==> src/rtl/sparse_entry_fetch.sv <==
// Sparse matrix entry capture stage: edge-detects the CPU strobe, drops zero
// values (except end-of-list markers), buffers entries in a show-ahead FIFO
// and hands them to the accelerator core over a valid/ready handshake.
//
// state | meaning
// ------+---------------------------------------------------------------
// IDLE  | block disabled or between lists; nothing captured
// LOAD  | accepting CPU strobes while FIFO has room
// DRAIN | final entry captured; waiting for it to be popped by the core
// DONE  | list fully delivered; held until ena drops
module sparse_entry_fetch #(
  parameter int DEPTH = 4,
  parameter int VAL_W = 8,
  parameter int IDX_W = 2
) (
  input  logic             clk,
  input  logic             rst_n,
  input  logic             ena,
  input  logic [VAL_W-1:0] value_in,
  input  logic [IDX_W-1:0] row_in,
  input  logic [IDX_W-1:0] col_in,
  input  logic             sending_CPU,
  input  logic             done_list,
  output logic             FETCH_ready,
  output logic             ent_valid,
  input  logic             ent_ready,
  output logic [VAL_W-1:0] ent_value,
  output logic [IDX_W-1:0] ent_row,
  output logic [IDX_W-1:0] ent_col,
  output logic             ent_last,
  output logic             list_done,
  output logic [4:0]       nz_count,
  output logic             overflow
);

  localparam int AW = $clog2(DEPTH);
  localparam int CW = AW + 1;
  localparam int EW = VAL_W + 2 * IDX_W + 1;

  typedef enum logic [1:0] {IDLE, LOAD, DRAIN, DONE} state_t;

  state_t          state, state_nx;
  logic            sending_q;
  logic [EW-1:0]   mem [DEPTH];
  logic [AW-1:0]   wr_ptr, rd_ptr;
  logic [CW-1:0]   count;
  logic            strobe, accept, push, pop, head_last, val_nz;
  logic [EW-1:0]   head;

  assign strobe      = sending_CPU & ~sending_q;
  // Ready depends only on registered state so the CPU never sees a
  // combinational path from the core's ent_ready.
  assign FETCH_ready = (state == LOAD) && (count < CW'(DEPTH));
  assign accept      = strobe && FETCH_ready;
  assign val_nz      = (value_in != '0);
  // A zero value still travels when it closes the list, so the core sees last.
  assign push        = accept && (val_nz || done_list);
  assign ent_valid   = (count != '0);
  assign pop         = ent_valid && ent_ready;
  assign head        = mem[rd_ptr];
  assign head_last   = head[0];
  assign {ent_value, ent_row, ent_col, ent_last} = ent_valid ? head : '0;

  // State register.
  always_ff @(posedge clk) begin
    if (!rst_n) state <= IDLE;
    else        state <= state_nx;
  end

  // Next-state decode; dropping ena always returns to IDLE.
  always_comb begin
    state_nx = state;
    case (state)
      IDLE:    if (ena) state_nx = LOAD;
      LOAD:    if (accept && done_list) state_nx = DRAIN;
      DRAIN:   if (pop && head_last) state_nx = DONE;
      DONE:    state_nx = DONE;
      default: state_nx = IDLE;
    endcase
    if (!ena) state_nx = IDLE;
  end

  // FIFO storage; contents are qualified by count so no reset is needed.
  always_ff @(posedge clk) begin
    if (push) mem[wr_ptr] <= {value_in, row_in, col_in, done_list};
  end

  // FIFO pointers and occupancy; ena low discards everything buffered.
  always_ff @(posedge clk) begin
    if (!rst_n || !ena) begin
      wr_ptr <= '0;
      rd_ptr <= '0;
      count  <= '0;
    end else begin
      if (push) wr_ptr <= wr_ptr + 1'b1;
      if (pop)  rd_ptr <= rd_ptr + 1'b1;
      case ({push, pop})
        2'b10:   count <= count + 1'b1;
        2'b01:   count <= count - 1'b1;
        default: count <= count;
      endcase
    end
  end

  // Strobe history, per-list statistics and end-of-list pulse.
  always_ff @(posedge clk) begin
    if (!rst_n) begin
      sending_q <= 1'b0;
      nz_count  <= '0;
      overflow  <= 1'b0;
      list_done <= 1'b0;
    end else begin
      sending_q <= sending_CPU;
      if (!ena) begin
        nz_count  <= '0;
        overflow  <= 1'b0;
        list_done <= 1'b0;
      end else begin
        list_done <= pop && head_last;
        if (strobe && !FETCH_ready) overflow <= 1'b1;
        if (push && val_nz && (nz_count != 5'd31)) nz_count <= nz_count + 1'b1;
      end
    end
  end

endmodule

==> config.mk <==
export PLATFORM = sky130hd
export DESIGN_NAME = sparse_entry_fetch
export DESIGN_NICKNAME = d
export VERILOG_FILES = /design/src/rtl/sparse_entry_fetch.sv
export SDC_FILE = /design/constraint.sdc
export NUM_CORES = 1
export LEC_CHECK = 0
export BUFFER_PORTS_ARGS = -buffer_cell sky130_fd_sc_hd__buf_2
export CAP_MARGIN = 20
export CORE_UTILIZATION = 40
export CTS_CLUSTER_DIAMETER = 120
export DETAILED_ROUTE_END_ITERATION = 6
export SLEW_MARGIN = 20
export SYNTH_ARGS = -nofsm -noshare
export SYNTH_HDL_FRONTEND = slang
export SYNTH_SLANG_ARGS = --single-unit
==> constraint.sdc <==
create_clock -name clk -period 3.33 [get_ports clk]
set_clock_uncertainty 0.05 [all_clocks]
set_input_delay 0.666 -clock clk [delete_from_list [all_inputs] [get_ports clk]]
set_output_delay 0.666 -clock clk [all_outputs]
set_load 0.005 [all_outputs]
==> qor.txt, run 1 <==
Max VDD drop -> 0.251 mV
Int Power -> 1340 µW
clk sinks -> 71
initial antenna violation count -> 0
sw frac -> 0.203
Place WS -> 166 ps
clk root buf -> clkbuf_8
DIE AREA -> 0.00751 mm²
TritonCTS clock tree -> done
hpwl dp -> 3270 µm
Yosys top cell by area -> edfxtp_1
Max Used Layer -> met4
placed inst area -> 0.00319 mm²
Initial DRC Count -> 54
overall die height -> 86.7 µm
RD Place Congestion -> 0.728
Leak Pwr -> 0.00123 µW
Pwr Density -> 499 mW/mm²
Slew headroom -> 0.519
Vias/cell -> 4.89
final worst slack -> 530 ps
gr usage total -> 0.151
Routed Antenna Nets -> 0
Clk Latency, worst-skew pair -> 340 ps
share of the synthesized area in the top cell type -> 0.545
clock transition at the registers of the reported paths -> 70 ps
Hold EP -> overflow
synthesized area -> 0.00287 mm²
maximum clock insertion buffer count -> 2
# IOs -> 40
die width -> 86.7 µm
startpoint types -> primary input
H-tree levels -> 3
core area -> 0.00687 mm²
count of cell types in the netlist -> 32
area grow syn2layout -> 17.9%
Worst Max-Slew Pin Slew -> 721 ps
routed wire length -> 5040 µm
Final setup viols -> 0
FF+latch count, synth -> 71
Post-Synthesis Cells -> 180
crit-path cells -> buf_2 > or4_1 > o311a_1 > inv_1 > ha_1 > inv_1 > fa_1 > xor2_1 > or3_1 > a21oi_1
share of cells above drive strength 1 -> 0.316
Metal-1 WL -> 2330 µm
top cells by area, synth -> edfxtp_1 (54%), dfxtp_1 (13%), mux4_2 (10%), and2_1 (4.6%), ha_1 (3.1%)
met2 WL -> 2360 µm
Clock power frac -> 0.397
Pre-Repair DR Iteration Count -> 4
post-route DRC violation count -> 0
RSZ-0062 raised after global routing -> no
Worst setup EP type -> flop
Worst R2R Setup Slack -> 1020 ps
design area -> 0.00338 mm²
Final Cycle Share -> 0.841
vias in the first global route -> 1622
hold_sp -> overflow
Max-Cap Viols -> 0
FF-to-FF path depth -> 9
post-CTS sizing -> 0
outcome -> complete, no violations
worst r2r src -> count[2]
Initial Util -> 0.417
worst-path fanout max -> 5
Slew Limit Fails -> 0
Hold WC Path Type -> reg2reg
wire length per cell -> 15.3 µm
CP max-delay cell -> or4_1
sequential area share after synthesis -> 0.677
first-pass GRT wire length -> 8040 µm
Hold Path Stages -> 2
met3 WL post-DR -> 220 µm
# rows -> 30
largest net degree at the start of global routing -> 18
n_diodes -> 0
Syn Nets -> 206
Logic pwr share -> 0.036
sw power -> 343 µW
Critical Path RT -> 3550 ps
Final min period -> 2800 ps
Worst path max stage delay -> 590 ps
critical path class -> in2reg
Hold-fix buffers, CTS -> 0
capturing point of the worst reg2reg path -> count[2]
GR Overflow Total -> 0
Avg Inst Size Synth -> 15.9 µm²
synth warn -> 0
final hold violations -> 0
sequential share of power -> 0.567
routed via count -> 1615
Port Buffer Count -> 39
most frequent CP cell -> inv_1
Sum Neg Setup Slack -> 0 ps
critical path data arrival time -> 3020 ps
CTS Buf Count -> 9
Fmax -> 0.357 GHz
postcts setup bufs -> 0
Final nets -> 255
-- worst max-delay path: cells and delay by family --
family | cells | cell delay [ps]
AO/OA/AOI/OAI | 2 | 510
XOR/XNOR | 1 | 160
adder cells (fa/ha/maj) | 2 | 540
buffers and inverters | 3 | 240
AND/OR/NAND/NOR | 2 | 890
-- worst max-delay path by stage --
stage	from	end	slack, ps	cells past startpoint
after floorplan	value_in[7]	count[2]	350	9
after global placement	value_in[7]	count[2]	220	10
after detailed placement	value_in[7]	count[2]	170	10
after CTS	value_in[7]	count[2]	540	10
after global routing	value_in[7]	count[2]	430	10
final	value_in[7]	count[2]	530	10
-- cells in the mapped netlist, drive strengths merged --
master,instances
ha,7
and2b,1
nor2b,1
clkbuf,3
xor2,3
a41o,1
nor2,12
dfxtp,19
mux4,13
or3,3
a31oi,1
or3b,1
inv,6
nand2,3
nor3b,1
edfxtp,52
and2,21
or4,3
clkinv,1
o21ai,4
o311a,1
fa,1
xnor2,2
a221oi,1
nand3,5
o31ai,2
a21oi,8
and3,1
nand3b,1
buf,1
or2,1
-- power by group through the flow --
stage | clock [µW] | combinational [µW] | sequential, µW
floorplan | 0 | 29.9 | 977
global placement | 0 | 60.3 | 977
detailed placement | 0 | 61.4 | 977
CTS | 688 | 61.6 | 958
global route | 718 | 67.8 | 958
finish | 670 | 60.4 | 958
-- registers in the layout, indices dropped and copies added (netlist names), named ones only --
| register | cells |
|---|---|
| nz_count | 5 |
| overflow | 1 |
| wr_ptr | 2 |
| state | 2 |
| list_done | 1 |
| sending_q | 1 |
| count | 3 |
| rd_ptr | 2 |
| mem | 52 |
-- cell usage in the layout, fill, tap and decap left out, types with 2 or more instances in the layout --
cell	netlist	routed
a21oi_1	8	8
and2_1	21	21
buf_2	1	39
buf_4	0	3
clkbuf_1	3	2
clkbuf_8	0	10
clkinv_2	0	2
dfxtp_1	19	19
edfxtp_1	52	52
ha_1	7	7
inv_1	6	6
mux4_2	13	13
nand2_1	3	3
nand3_1	5	5
nor2_1	12	12
o21ai_0	4	4
or3_1	3	3
or4_1	3	3
xnor2_1	2	2
xor2_1	3	3
-- logic make-up after synthesis --
| group | after synthesis | synth area share |
|---|---|---|
| DFF | 71 | 0.677 |
| and+or+nand+nor | 54 | 0.111 |
| AOI/OAI and AO/OA | 18 | 0.0401 |
| muxes | 13 | 0.102 |
| buffers and inverters | 11 | 0.0166 |
| adders and majority gates | 8 | 0.0375 |
| xor gates and xnor gates | 5 | 0.0153 |
-- final cells by class --
cell class                      instances  area, µm²
Clock buffer                           12        145
Clock inverter                          4       47.5
Fill cell                             620       3490
Inverter                                7       31.3
Multi-Input combinational cell         98        878
Sequential cell                        71       1940
Tap cell                               96        120
Timing Repair Buffer                   42        218
-- metal layers --
metal | vias up | track usage
met2 | 41 | 0.241
met5 | - | 0
met4 | 0 | 0.0909
met3 | 8 | 0.0467
li1 | 778 | -
met1 | 788 | 0.181
-- per-stage QoR --
| stage | cells | utilization | hold WS, ps | power [µW] |
|---|---|---|---|---|
| CTS | 330 | 0.492 | 431 | 1710 |
| global placement | 314 | 0.464 | 418 | 1040 |
| finish | 330 | 0.492 | 434 | 1690 |
| floorplan | 180 | - | 402 | 1010 |
| detailed placement | 314 | 0.464 | 412 | 1040 |
| global route | 330 | 0.492 | 471 | 1740 |
Note: power is estimated with default switching activity, not from simulation.
==> inputs of run 2 (changes only) <==
clock period = 2.4 ns   (was 3.33 ns; I/O delays follow)
==> run 2 against run 1 <==
  * The flow now finishes with violations (negative setup slack)
  * Combinational power up 74%
  * First-iteration DRC count is 72% higher
  * Cell count is 4.8% higher
  * Global-route usage rose by 0.34 points
  * Worst hold slack worse by 140 ps
  * Register-to-register slack worse by 710 ps
  * Via count increased by 3.9%
  * Critical endpoint unchanged
  * Final area grew 7.1%
  * Sequential cell count unchanged
  * Total power up 43%
==> qor.txt, run 2 (synthesized netlist as in run 1, its figures left out) <==
initial antenna violation count -> 0 (unchanged)
Initial DRC Count -> 93 (was 54)
Pre-Repair DR Iteration Count -> 4 (unchanged)
critical path class -> in2reg (unchanged)
Leak Pwr -> 0.00136 µW (was 0.00123 µW)
Max VDD drop -> 0.328 mV (was 0.251 mV)
Final Cycle Share -> 1.01
vias in the first global route -> 1730 (was 1622)
n_diodes -> 0 (unchanged)
core area -> 0.00687 mm² (unchanged)
Sum Neg Setup Slack -> -15.4 ps (was 0 ps)
first-pass GRT wire length -> 8460 µm (was 8040 µm)
RSZ-0062 raised after global routing -> yes (was no)
startpoint types -> primary input (unchanged)
Max-Cap Viols -> 0 (unchanged)
Slew headroom -> 0.578 (was 0.519)
final hold violations -> 0 (unchanged)
RD Place Congestion -> 0.702 (was 0.728)
commonest non-fill, non-tap cell in the layout -> edfxtp_1 (unchanged)
worst-path fanout max -> 2 (was 5)
# IOs -> 40 (unchanged)
# rows -> 30 (unchanged)
Final min period -> 2420 ps
Clk Latency, worst-skew pair -> 330 ps (was 340 ps)
failing checks -> negative setup slack
Final nets -> 272 (was 255)
Initial Util -> 0.417 (unchanged)
maximum clock insertion buffer count -> 2 (unchanged)
overall die height -> 86.7 µm (unchanged)
Regs by FF count -> mem: 52 flops, nz_count: 5 flops, count: 3 flops (unchanged)
DIE AREA -> 0.00751 mm² (unchanged)
clock transition at the registers of the reported paths -> 70 ps (about the same)
max reg flops -> 52 (unchanged)
die width -> 86.7 µm (unchanged)
Fmax -> 0.414 GHz
Critical Path RT -> 2610 ps (was 3550 ps)
Port Buffer Count -> 39 (unchanged)
wire length per cell -> 14.6 µm (was 15.3 µm)
Pwr Density -> 667 mW/mm² (was 499 mW/mm²)
Vias/cell -> 4.85 (was 4.89)
final worst slack -> -15.4 ps (was 530 ps)
area grow syn2layout -> 26.3% (was 17.9%)
Final Total Pwr -> 2420 µW (was 1690 µW)
Fillers -> 568 (was 620)
routed wire length -> 5050 µm (was 5040 µm)
clk root buf -> clkbuf_8 (unchanged)
outcome -> finished with violations (was complete, no violations)
H-tree levels -> 3 (unchanged)
Routed Antenna Nets -> 0 (unchanged)
largest net degree at the start of global routing -> 18 (unchanged)
critical path data arrival time -> 2630 ps (was 3020 ps)
routed via count -> 1678 (was 1615)
share of cells above drive strength 1 -> 0.392 (was 0.316)
register name with the most flops -> mem (unchanged)
gr usage total -> 0.155 (was 0.151)
TritonCTS clock tree -> done (unchanged)
GR Overflow Total -> 0 (unchanged)
commonest cells after routing, fill and taps aside -> edfxtp_1 (52), buf_2 (37), and2_1 (21) (was edfxtp_1 (52), buf_2 (39), and2_1 (21))
clk sinks -> 71 (unchanged)
Worst setup EP type -> flop (unchanged)
Worst Max-Slew Pin Slew -> 632 ps (was 721 ps)
post-route DRC violation count -> 0 (unchanged)
Hold WC Path Type -> in2reg (was reg2reg)
Slew Limit Fails -> 0 (unchanged)
hpwl dp -> 3450 µm (was 3270 µm)
Final setup viols -> 1 (was 0)
CTS Buf Count -> 9 (unchanged)
[run 2: cell count changes in the layout (fill, tap and decap cells not counted), sizes merged]
cell / previous run / this run
clkinv: 3 / 4
clkbuf: 12 / 10
clkinvlp: 1 / 0
buf: 42 / 59
bufinv: 1 / 2
[run 2: metal layers]
| metal | part of all wire | vias up | global-route usage |
|---|---|---|---|
| li1 | - | 810 | - |
| met1 | 0.47 | 826 | 0.200 |
| met2 | 0.47 | 33 | 0.242 |
| met3 | 0.036 | 9 | 0.0410 |
| met4 | 0.020 | 0 | 0.0773 |
| met5 | 0 | - | 0 |
[run 2: path summary, 6_finish.rpt]
check	from	end	slack, ps	cells after the start
min reg2reg	overflow	overflow	420	2
max	value_in[0]	count[2]	-20	10
min	value_in[6]	mem[2][11]	300	1
max reg2reg	count[2]	count[2]	310	10
[run 2: critical path, cell delays in order]
cell,delay (ps)
buf_6,90
or4_4,530
o311a_4,380
inv_4,60
ha_4,130
inv_2,30
fa_2,320
xor2_1,160
or3_1,330
a21oi_2,110
[run 2: power breakdown]
group | total [µW] | switching (µW) | internal, µW
sequential | 1330 | 3.91 | 1330
combinational | 105 | 52.0 | 52.8
clock | 983 | 410 | 573
[run 2: cell type report]
type / count / area [µm²] / area share
flip-flops and latches: 71 / 1940 / 0.536
multi-input cells: 98 / 916 / 0.253
repair buffers: 59 / 408 / 0.113
clock buffers: 10 / 128 / 0.0352
well taps: 96 / 120 / 0.0332
clock inverters: 5 / 73.8 / 0.0204
inverters: 7 / 33.8 / 0.00933
[run 2: through the flow]
| step | cell area (µm²) | hold WS (ps) | setup slack [ps] | util | cells |
|---|---|---|---|---|---|
| after floorplan | 2900 | 402 | -231 | - | 180 |
| after global placement | 3390 | 407 | -341 | 0.493 | 330 |
| after detailed placement | 3390 | 413 | -409 | 0.493 | 330 |
| after CTS | 3610 | 272 | -2.83 | 0.526 | 346 |
| after global routing | 3620 | 277 | -79.5 | 0.527 | 346 |
| final | 3620 | 295 | -15.4 | 0.527 | 346 |
[run 2: timing repair]
action	4_1_cts	5_1_grt
endpoints found under the setup margin	1	1
pin swaps	3	0
hold buffers	0	0
hold endpoints to repair	0	0
resized for setup	4	2
setup buffers	1	0
